`config.mk`:
```
export PLATFORM = sky130hd
export DESIGN_NAME = prince_ctr_sched
export DESIGN_NICKNAME = d
export VERILOG_FILES = /design/src/rtl/prince_ctr_sched.sv
export SDC_FILE = /design/constraint.sdc
export NUM_CORES = 1
export LEC_CHECK = 0
export BUFFER_PORTS_ARGS = -buffer_cell sky130_fd_sc_hd__buf_2
export CAP_MARGIN = 0
export CORE_ASPECT_RATIO = 1.75
export CORE_MARGIN = 4
export CORE_UTILIZATION = 60
export CTS_CLUSTER_SIZE = 30
export DETAILED_ROUTE_END_ITERATION = 6
export GPL_TIMING_DRIVEN = 1
export PLACE_DENSITY = 0.83
export SLEW_MARGIN = 20
export SYNTH_ARGS = -nofsm -noshare
export SYNTH_HDL_FRONTEND = slang
export SYNTH_SLANG_ARGS = --single-unit
```
`constraint.sdc`:
```
create_clock -name clk -period 25.2 [get_ports clk]
set_input_delay 1.26 -clock clk [delete_from_list [all_inputs] [get_ports clk]]
set_output_delay 1.26 -clock clk [all_outputs]
set_load 0.005 [all_outputs]
```
`src/rtl/prince_ctr_sched.sv`:
```
// -----------------------------------------------------------------------------
// prince_ctr_sched
//
// Counter-mode job scheduler for a fixed-latency block cipher core.
// A job is started with an initial counter block (iv) and a length in
// blocks. The scheduler presents iv, iv+1, ... to the core. It tracks the
// in-flight blocks with a valid shift register and captures each result
// into a keystream FIFO. Issue is credit-limited, so the FIFO can never
// overflow.
//
// Ports
//   clk         : single clock, rising edge
//   sys_rst     : asynchronous active-high reset
//   start       : one-cycle job request, honoured only in IDLE
//   abort       : terminate the current job (RUN/DRAIN -> IDLE, no done)
//   iv          : initial counter block, sampled with start
//   num_blocks  : job length in blocks, sampled with start (0 = ignored)
//   core_en     : core enable, high while a job is active
//   core_ctr    : counter block presented to the core
//   core_ct     : core result, CIPHER_LATENCY cycles after issue
//   ks_data     : keystream block at the FIFO head
//   ks_valid    : ks_data is valid
//   ks_ready    : consumer accepts ks_data
//   busy        : high in every state except IDLE
//   done        : one-cycle pulse on normal job completion
// -----------------------------------------------------------------------------
module prince_ctr_sched #(
  parameter int CIPHER_WIDTH   = 64,
  parameter int CIPHER_LATENCY = 5,
  parameter int FIFO_DEPTH     = 8
) (
  input  logic                    clk,
  input  logic                    sys_rst,
  input  logic                    start,
  input  logic                    abort,
  input  logic [CIPHER_WIDTH-1:0] iv,
  input  logic [15:0]             num_blocks,
  output logic                    core_en,
  output logic [CIPHER_WIDTH-1:0] core_ctr,
  input  logic [CIPHER_WIDTH-1:0] core_ct,
  output logic [CIPHER_WIDTH-1:0] ks_data,
  output logic                    ks_valid,
  input  logic                    ks_ready,
  output logic                    busy,
  output logic                    done
);

  localparam int PW = $clog2(FIFO_DEPTH);
  localparam int CW = PW + 1;

  typedef enum logic [1:0] {
    ST_IDLE  = 2'd0,
    ST_RUN   = 2'd1,
    ST_DRAIN = 2'd2
  } state_e;

  // Number of set bits in the valid shift register (blocks inside the core).
  function automatic logic [15:0] popcount(input logic [CIPHER_LATENCY-1:0] v);
    logic [15:0] c;
    c = 16'd0;
    for (int i = 0; i < CIPHER_LATENCY; i++) begin
      c = c + {15'd0, v[i]};
    end
    return c;
  endfunction

  state_e                    state_q, state_d;
  logic [CIPHER_WIDTH-1:0]   ctr_q, ctr_d;
  logic [15:0]               remaining_q, remaining_d;
  logic [CIPHER_WIDTH-1:0]   core_ctr_q, core_ctr_d;
  logic [CIPHER_LATENCY-1:0] vld_q, vld_d;
  logic [PW-1:0]             wr_ptr_q, wr_ptr_d;
  logic [PW-1:0]             rd_ptr_q, rd_ptr_d;
  logic [CW-1:0]             count_q, count_d;
  logic                      ks_valid_q, ks_valid_d;
  logic                      busy_q, busy_d;
  logic                      core_en_q, core_en_d;
  logic                      done_q, done_d;
  logic [CIPHER_WIDTH-1:0]   mem_q [FIFO_DEPTH];

  logic        issue_s;
  logic        clear_s;
  logic        wr_s;
  logic        pop_s;
  logic [15:0] inflight_s;
  logic [15:0] occ_s;

  // Next-state logic: job FSM, counter issue, valid pipeline and FIFO bookkeeping.
  always_comb begin
    state_d     = state_q;
    ctr_d       = ctr_q;
    remaining_d = remaining_q;
    core_ctr_d  = core_ctr_q;
    issue_s     = 1'b0;
    clear_s     = 1'b0;
    done_d      = 1'b0;
    vld_d       = vld_q;
    wr_ptr_d    = wr_ptr_q;
    rd_ptr_d    = rd_ptr_q;
    count_d     = count_q;

    inflight_s = popcount(vld_q);
    // Credit: blocks inside the core plus blocks already buffered.
    occ_s      = inflight_s + 16'(count_q);

    case (state_q)
      ST_IDLE: begin
        // abort outranks start; a zero-length request is ignored.
        if (start && !abort && (num_blocks != 16'd0)) begin
          state_d     = ST_RUN;
          ctr_d       = iv;
          remaining_d = num_blocks;
        end else begin
          state_d = ST_IDLE;
        end
      end
      ST_RUN: begin
        if (abort) begin
          state_d = ST_IDLE;
          clear_s = 1'b1;
        end else if (remaining_q == 16'd0) begin
          state_d = ST_DRAIN;
        end else if (occ_s < 16'(FIFO_DEPTH)) begin
          issue_s = 1'b1;
        end else begin
          issue_s = 1'b0;
        end
      end
      ST_DRAIN: begin
        if (abort) begin
          state_d = ST_IDLE;
          clear_s = 1'b1;
        end else if ((inflight_s == 16'd0) && (count_q == '0)) begin
          state_d = ST_IDLE;
          done_d  = 1'b1;
        end else begin
          state_d = ST_DRAIN;
        end
      end
      default: begin
        state_d = ST_IDLE;
        clear_s = 1'b1;
      end
    endcase

    if (issue_s) begin
      core_ctr_d  = ctr_q;
      ctr_d       = ctr_q + CIPHER_WIDTH'(1'b1);
      remaining_d = remaining_q - 16'd1;
    end else begin
      core_ctr_d = core_ctr_q;
    end

    // The oldest stage marks the cycle in which core_ct carries its result.
    wr_s  = vld_q[CIPHER_LATENCY-1] && !clear_s;
    pop_s = ks_valid_q && ks_ready && !clear_s;

    vld_d[0] = issue_s;
    for (int i = 1; i < CIPHER_LATENCY; i++) begin
      vld_d[i] = vld_q[i-1];
    end

    if (clear_s) begin
      vld_d    = '0;
      wr_ptr_d = '0;
      rd_ptr_d = '0;
      count_d  = '0;
    end else begin
      if (wr_s) begin
        wr_ptr_d = wr_ptr_q + PW'(1'b1);
      end else begin
        wr_ptr_d = wr_ptr_q;
      end
      if (pop_s) begin
        rd_ptr_d = rd_ptr_q + PW'(1'b1);
      end else begin
        rd_ptr_d = rd_ptr_q;
      end
      case ({wr_s, pop_s})
        2'b10:   count_d = count_q + CW'(1'b1);
        2'b01:   count_d = count_q - CW'(1'b1);
        default: count_d = count_q;
      endcase
    end

    ks_valid_d = (count_d != '0);
    busy_d     = (state_d != ST_IDLE);
    core_en_d  = (state_d != ST_IDLE);
  end

  // State and datapath registers.
  always_ff @(posedge clk or posedge sys_rst) begin
    if (sys_rst) begin
      state_q     <= ST_IDLE;
      ctr_q       <= '0;
      remaining_q <= 16'd0;
      core_ctr_q  <= '0;
      vld_q       <= '0;
      wr_ptr_q    <= '0;
      rd_ptr_q    <= '0;
      count_q     <= '0;
      ks_valid_q  <= 1'b0;
      busy_q      <= 1'b0;
      core_en_q   <= 1'b0;
      done_q      <= 1'b0;
    end else begin
      state_q     <= state_d;
      ctr_q       <= ctr_d;
      remaining_q <= remaining_d;
      core_ctr_q  <= core_ctr_d;
      vld_q       <= vld_d;
      wr_ptr_q    <= wr_ptr_d;
      rd_ptr_q    <= rd_ptr_d;
      count_q     <= count_d;
      ks_valid_q  <= ks_valid_d;
      busy_q      <= busy_d;
      core_en_q   <= core_en_d;
      done_q      <= done_d;
    end
  end

  // Keystream storage; cleared on reset so ks_data reads zero afterwards.
  always_ff @(posedge clk or posedge sys_rst) begin
    if (sys_rst) begin
      for (int i = 0; i < FIFO_DEPTH; i++) begin
        mem_q[i] <= '0;
      end
    end else if (wr_s) begin
      mem_q[wr_ptr_q] <= core_ct;
    end
  end

  assign core_en  = core_en_q;
  assign core_ctr = core_ctr_q;
  assign ks_data  = mem_q[rd_ptr_q];
  assign ks_valid = ks_valid_q;
  assign busy     = busy_q;
  assign done     = done_q;

endmodule

```
==> impl_metrics.yaml, run 1 <==
grt:
  grt_use_total_pct: 27.3
  overflow: 0
  grt_pass1_vias: 22308
  antenna_found_initial: 11
  grt_max_degree: 205
  grt_pass1_wl_um: 122000
timing:
  hold_viol: 0
  relSlewSlack_pct: 28.8
  tightest_slew_ns: 1.07
  skew_ns: 0.0260
  finalSetupTns_ns: 0
  drv_slew: 0
  setup_viol: 0
  fin_crit_sh_pct: 19.3
  holdWs_ns: 0.469
  fin_crit_ns: 4.87
  rsz0062_at_grt: "false"
  fmaxAchievable_mhz: 205
setup_path:
  worstRegToRegCells: 13
  worst_setup_path_start_kind: "flop"
  worstPathArrival_ns: 3.61
  cp_max_fo: 45
  path_class: "flop to primary output"
  slowest_delay_ns: 1.07
  slowest_stage: "dfrtp_4"
  r2r_slack_ns: 20.79
  crit_chain: "buf_4, mux4_2, mux2_2, buf_2"
  end_kind: "primary output"
  cp.required_ns: 23.94
synth:
  syn_avg_cell_area_um2: 13.5
  yosys.area.top_type_share_pct: 54.6
  yosys.area_share.adder_pct: 0.759
  synthesis.nets: 2466
  synth_top_family_by_area: "multiplexers"
  synth-compound-area-share_pct: 3.59
  async_flop_share_pct: 100
  synth-main-ff-cell: "dfrtp_1"
  synth_commonest_cells: "676 x dfrtp_1, 577 x mux2_2, 240 x nand2_1"
  ys.warnings.count: 0
  synthMuxAreaShare_pct: 30.5
  synth_xor_area_share_pct: 0.254
  synthCells: 2300
  yosysTopAreaCell: "dfrtp_1"
  yosysMostFrequentCell: "dfrtp_1"
  synthTopCellsByArea: "dfrtp_1 55%, mux2_2 21%, mux4_2 9.3%"
  seq_area_frac_synth_pct: 54.6
  synthDistinctLibCells: 63
  syn_area_um2: 31000
  synth_edf_count: 0
  synthSimpleGateAreaFrac_pct: 8.05
  synth_seq_cells: 676
run_status:
  status: "completed"
drt:
  drc: 0
  initialDrtViolationCount: 1276
  wire_per_inst_um: 23.4
  vias_per_cell: 6.30
  routed-via-count: 20497
  wirelength_um: 76300
  dr.pass1.iters: 6
  drtAntennaViolNets: 0
clock_network:
  numCtsBuffers: 60
  post_cts_buffers: 0
  htree_levels: 2
  cts_max_path_buffers: 3
  cts.sinks: 676
  clkTransAtPathRegs_ns: 0.06
  clk_latency_ns: 0.59
  postCtsResizedCells: 0
  clock-root-buffer: "clkbuf_16"
  hold_buffers: 0
  tritoncts: "done"
die:
  die_w_um: 180
  ioPinCount: 281
  dieArea_um2: 55500
  die_y_um: 309
  start_util_pct: 60.4
  core_um2: 51300
  rows: 110
placed_design:
  gp_congestion: 0.963
  numPortBuffers: 280
  hpwl_um: 47900
pwr:
  power_mw: 2.71
  leakagePower_nw: 17.0
  cellPowerDensity_nw_per_um2: 77.6
  peakVddDrop_mv: 0.0648
hold_path:
  min_path_cells: 2
  hold_path.class: "flop to flop"
finish:
  syn_to_final_growth_pct: 12.7
  final_core_util_pct: 68.1
  layout.nets: 2698
  layout-drive-gt1-share_pct: 44.0
  final.fill_count: 3561
job:
  maxCapViolCount: 0
per-layer routing:
layer / wire (um) / vias up / GRT usage [%]
li1: - / 8887 / -
met1: 27800 / 10568 / 32.4
met2: 40300 / 803 / 49.4
met3: 4680 / 231 / 4.82
met4: 3480 / 8 / 11.7
met5: 54 / - / 0
cell usage in the layout, fill, tap and decap left out, types with 24 or more instances in the layout:
master       n
buf_2      280
o21ai_0     39
dfrtp_1    673
nand4_1     27
inv_1       24
a21oi_1     45
mux4_2     128
nand3_1     41
clkbuf_16   61
mux2_2     577
a211oi_1    30
buf_4       27
nand2_1    238
nor2_1     109
nor3_1      49
per-stage QoR:
step                instance area [um^2]  std cells  setup slack (ns)
floorplan                          31000       2300              4.99
global placement                   32900       3141             20.07
detailed placement                 32900       3141             19.86
CTS                                34900       3247             20.16
global route                       34900       3250             20.03
finish                             34900       3255             20.33
critical path: cells and delay by family (launching register included):
kind	cells	cell delay, ns
buf+inv	2	0.96
flops	1	1.07
mux	2	0.89
layout make-up:
| type | instances | area [um^2] | area share, % |
|---|---|---|---|
| Antenna cell | 7 | 17.5 | 0.0501 |
| Inverter | 25 | 101 | 0.290 |
| Tap cell | 672 | 841 | 2.41 |
| Sequential cell | 676 | 16900 | 48.5 |
| Multi-Input combinational cell | 1457 | 13400 | 38.4 |
| Timing Repair Buffer | 312 | 1690 | 4.82 |
| Clock buffer | 84 | 1730 | 4.96 |
| Clock inverter | 22 | 220 | 0.630 |
logic make-up after synthesis:
family	Yosys count
AO/OA/AOI/OAI	173
flip-flops	676
multiplexers	711
AND/OR/NAND/NOR	547
buffers and inverters	167
XOR/XNOR	9
adder cells (fa/ha/maj)	17
path summary, 6_finish.rpt:
check,startpoint,to
max,rd_ptr_q[0]$_DFFE_PP0P_,ks_data[53]
min,core_ctr[33]$_DFFE_PP0P_,core_ctr[33]$_DFFE_PP0P_
max reg2reg,vld_q[1]$_DFF_PP0_,ctr_q[50]$_DFFE_PP0P_
min reg2reg,core_ctr[33]$_DFFE_PP0P_,core_ctr[33]$_DFFE_PP0P_
max in group asynchronous,sys_rst,mem_q[28]$_DFFE_PP0P_
min in group asynchronous,sys_rst,core_ctr[35]$_DFFE_PP0P_
flip-flops by register name, summed over array words and instances (netlist names):
signal and count:
remaining_q 16, core_en 1, done 1, ctr_q 64
ks_valid 1, mem_q 512, vld_q 5, count_q 4
core_ctr 64, rd_ptr_q 3, state_q 2, wr_ptr_q 3
power breakdown:
group | switching [mW] | internal [mW] | total, mW
Sequential | 0.110 | 1.19 | 1.30
Combinational | 0.243 | 0.259 | 0.502
Clock | 0.402 | 0.510 | 0.912
Total | 0.755 | 1.95 | 2.71
(Power assumes the default switching activity.)
==> run 2: changes to the inputs <==
- ABC_AREA: not set -> 1
- clock period: 25.2 -> 4.6 ns (I/O delays scaled with it)
==> run 2 against run 1 <==
Compared with the run above:
- non-clock buffer count up 126
- first-iteration DRC count up 120%
- combinational power rose to 12 times the previous value
- cell area up 5.8%
- utilization up 1.1 points
- cell count up 56%
- global-route usage up 6.1 points
- synthesized cell count up 79%
- worst hold slack worse by 0.46 ns
==> impl_metrics.yaml, run 2 <==
grt:
  grt_use_total_pct: 33.5
  overflow: 0
  grt_pass1_wl_um: 155000
  grt_pass1_vias: 28772
  antenna_found_initial: 1
  grt_max_degree: 207
finish:
  fin_cells: 5071
  final-seq-area_um2: 16900
  top_register: "mem_q"
  largest_register_ff_count: 512
  final_cell_mix: "1047 x nand2_1, 871 x o21ai_0, 674 x dfrtp_1"
  fin_area_um2: 36900
  final.fill_count: 4229
  layout.nets: 4503
  layout-drive-gt1-share_pct: 10.2
  multiInputGateArea_um2: 13500
  layout_commonest_cell: "nand2_1"
  syn_to_final_growth_pct: 14.1
  antenna_cells: 0
timing:
  relSlewSlack_pct: 32.6
  fin_crit_ns: 3.49
  hold_viol: 0
  drv_slew: 0
  fmaxAchievable_mhz: 286
  fin_ws_ns: 1.11
  rsz0062_at_grt: "false"
  skew_ns: 0.0163
  setup_viol: 0
  fin_crit_sh_pct: 75.9
  tightest_slew_ns: 1.01
  holdWs_ns: 0.0116
  finalSetupTns_ns: 0
synth:
  seq_area_frac_synth_pct: 52.2
  synthMuxAreaShare_pct: 0
  yosysMostFrequentCell: "nand2_1"
  synth-main-ff-cell: "dfrtp_1"
  async_flop_share_pct: 100
  synthDistinctLibCells: 32
  synthesis.nets: 4278
  yosys.area.top_type_share_pct: 52.2
  synth_xor_area_share_pct: 1.11
  synthSimpleGateAreaFrac_pct: 23.4
  synth_edf_count: 0
  synth-compound-area-share_pct: 16.3
  ys.warnings.count: 0
  syn_area_um2: 32400
  synth_top_family_by_area: "simple AND/OR/NAND/NOR gates"
  syn_avg_cell_area_um2: 7.88
  yosys.area_share.adder_pct: 0.726
  synth_commonest_cells: "1050 x nand2_1, 871 x o21ai_0, 676 x dfrtp_1"
  synthTopCellsByArea: "dfrtp_1 52%, o21ai_0 13%, nand2_1 12%"
  synth_seq_cells: 676
  yosysTopAreaCell: "dfrtp_1"
  synthCells: 4112
placed_design:
  dpl_worst_slack_ns: 1.16
  hpwl_um: 61400
  placed_cells: 4846
  gp_congestion: 1.06
  numPortBuffers: 280
  dpl_cell_area_um2: 33800
drt:
  drtAntennaViolNets: 0
  wirelength_um: 97400
  drc: 0
  vias_per_cell: 5.80
  initialDrtViolationCount: 2814
  routed-via-count: 29390
  dr.pass1.iters: 6
  wire_per_inst_um: 19.2
setup_path:
  worstPathArrival_ns: 3.97
  end_kind: "flop"
  cp_max_fo: 57
  slowest_stage: "fa_1"
  path_class: "flop to flop"
  crit_top_cell: "nand2_1"
  crit_chain: "inv_1, fa_1, fa_1, inv_1, ha_1, ha_1, nand4_1, nand2_1, nor2_1, nand2_4, inv_2, buf_12, nand2_1, nand2_1, o21ai_0"
  crit_buf_inv: 4
  cp.required_ns: 5.08
  crit_start: "vld_q[1]$_DFF_PP0_"
  critPathTopFamily: "adder cells"
  slowest_delay_ns: 0.43
  worst_setup_path_start_kind: "flop"
  reg2reg_from: "vld_q[1]$_DFF_PP0_"
clock_network:
  cts_max_path_buffers: 3
  tritoncts: "done"
  clock-root-buffer: "clkbuf_16"
  numCtsBuffers: 59
  clkTransAtPathRegs_ns: 0.07
  htree_levels: 2
  cts.sinks: 676
  clk_latency_ns: 0.63
die:
  dieArea_um2: 57900
  core_um2: 53400
  rows: 112
  ioPinCount: 281
  start_util_pct: 60.7
  die_y_um: 315
  die_w_um: 184
job:
  maxCapViolCount: 0
pwr:
  peakVddDrop_mv: 0.490
  leakagePower_nw: 17.9
  cellPowerDensity_nw_per_um2: 509
run_status:
  status: "completed"
hold_path:
  min-delay-start: "core_ct[56]"
  hold_path.class: "input pin to flop"
==> run 2: cell types whose count changed in the layout (fill, tap and decap cells not counted), sizes merged, moves of 28 or more <==
cell         delta
nor3           -46
xor2           +28
mux2          -577
dlygate4sd3   +114
inv           +144
a31oi          +63
nand3         +157
o21ai         +839
nand2         +809
a21oi          -39
a211oi         -29
o22ai          +52
nor2          +509
mux4          -128
==> run 2: final timing paths <==
path                                               to  slack [ns]  cells past startpoint
max                             ctr_q[34]$_DFFE_PP0P_        1.11                     15
min                            mem_q[120]$_DFFE_PP0P_        0.01                      3
max reg2reg                     ctr_q[34]$_DFFE_PP0P_        1.11                     15
min reg2reg                remaining_q[0]$_DFFE_PP0P_        0.47                      1
max in group asynchronous       ctr_q[53]$_DFFE_PP0P_        2.87                      5
min in group asynchronous      mem_q[425]$_DFFE_PP0P_        0.28                      3
==> run 2: final cells by class <==
| class | count | share of cell area [%] |
|---|---|---|
| clock buffers | 85 | 4.67 |
| clock inverters | 26 | 0.755 |
| flip-flops and latches | 676 | 45.8 |
| multi-input cells | 2991 | 36.5 |
| repair buffers | 438 | 8.22 |
| well taps | 684 | 2.32 |
| inverters | 171 | 1.77 |
==> run 2: kinds of logic (layout without fill, tap and decap cells) <==
group	Yosys count	in the layout
and+or+nand+nor	1913	1913
AOI/OAI and AO/OA	1020	1020
DFF	676	676
buffers and inverters	445	720
xor gates and xnor gates	41	41
adders and majority gates	17	17
==> run 2: timing repair <==
action,CTS,global route
gates resized for setup,0,0
setup buffers,0,0
hold endpoints to repair,330,0
hold buffers,114,0
==> run 2: routing by layer <==
layer,track usage [%],vias up,share of wire (%)
li1,-,13924,-
met1,40.1,14011,36
met2,57.2,1167,50
met3,4.42,288,6.1
met4,20.6,0,7.2
met5,0,-,0
==> run 2: tightest hold or removal path, stage by stage <==
cell,delay (ns)
buf_2,0.09
inv_1,0.11
o21ai_0,0.17
==> run 2: per-stage QoR <==
| stage | utilization (%) | power [mW] |
|---|---|---|
| 3_3_place_gp | 63.3 | 13.5 |
| 5_1_grt | 69.2 | 19.9 |
| 6_report | 69.2 | 18.8 |
| 3_5_place_dp | 63.3 | 13.6 |
| 4_1_cts | 69.2 | 18.8 |
| 2_1_floorplan | - | 11.2 |
==> run 2: where the power goes <==
| part | leakage [nW] | internal, mW | switching, mW |
|---|---|---|---|
| clock | 0.997 | 2.89 | 2.25 |
| combinational | 7.72 | 2.23 | 3.97 |
| sequential | 9.14 | 6.72 | 0.740 |
| total | 17.9 | 11.8 | 6.97 |
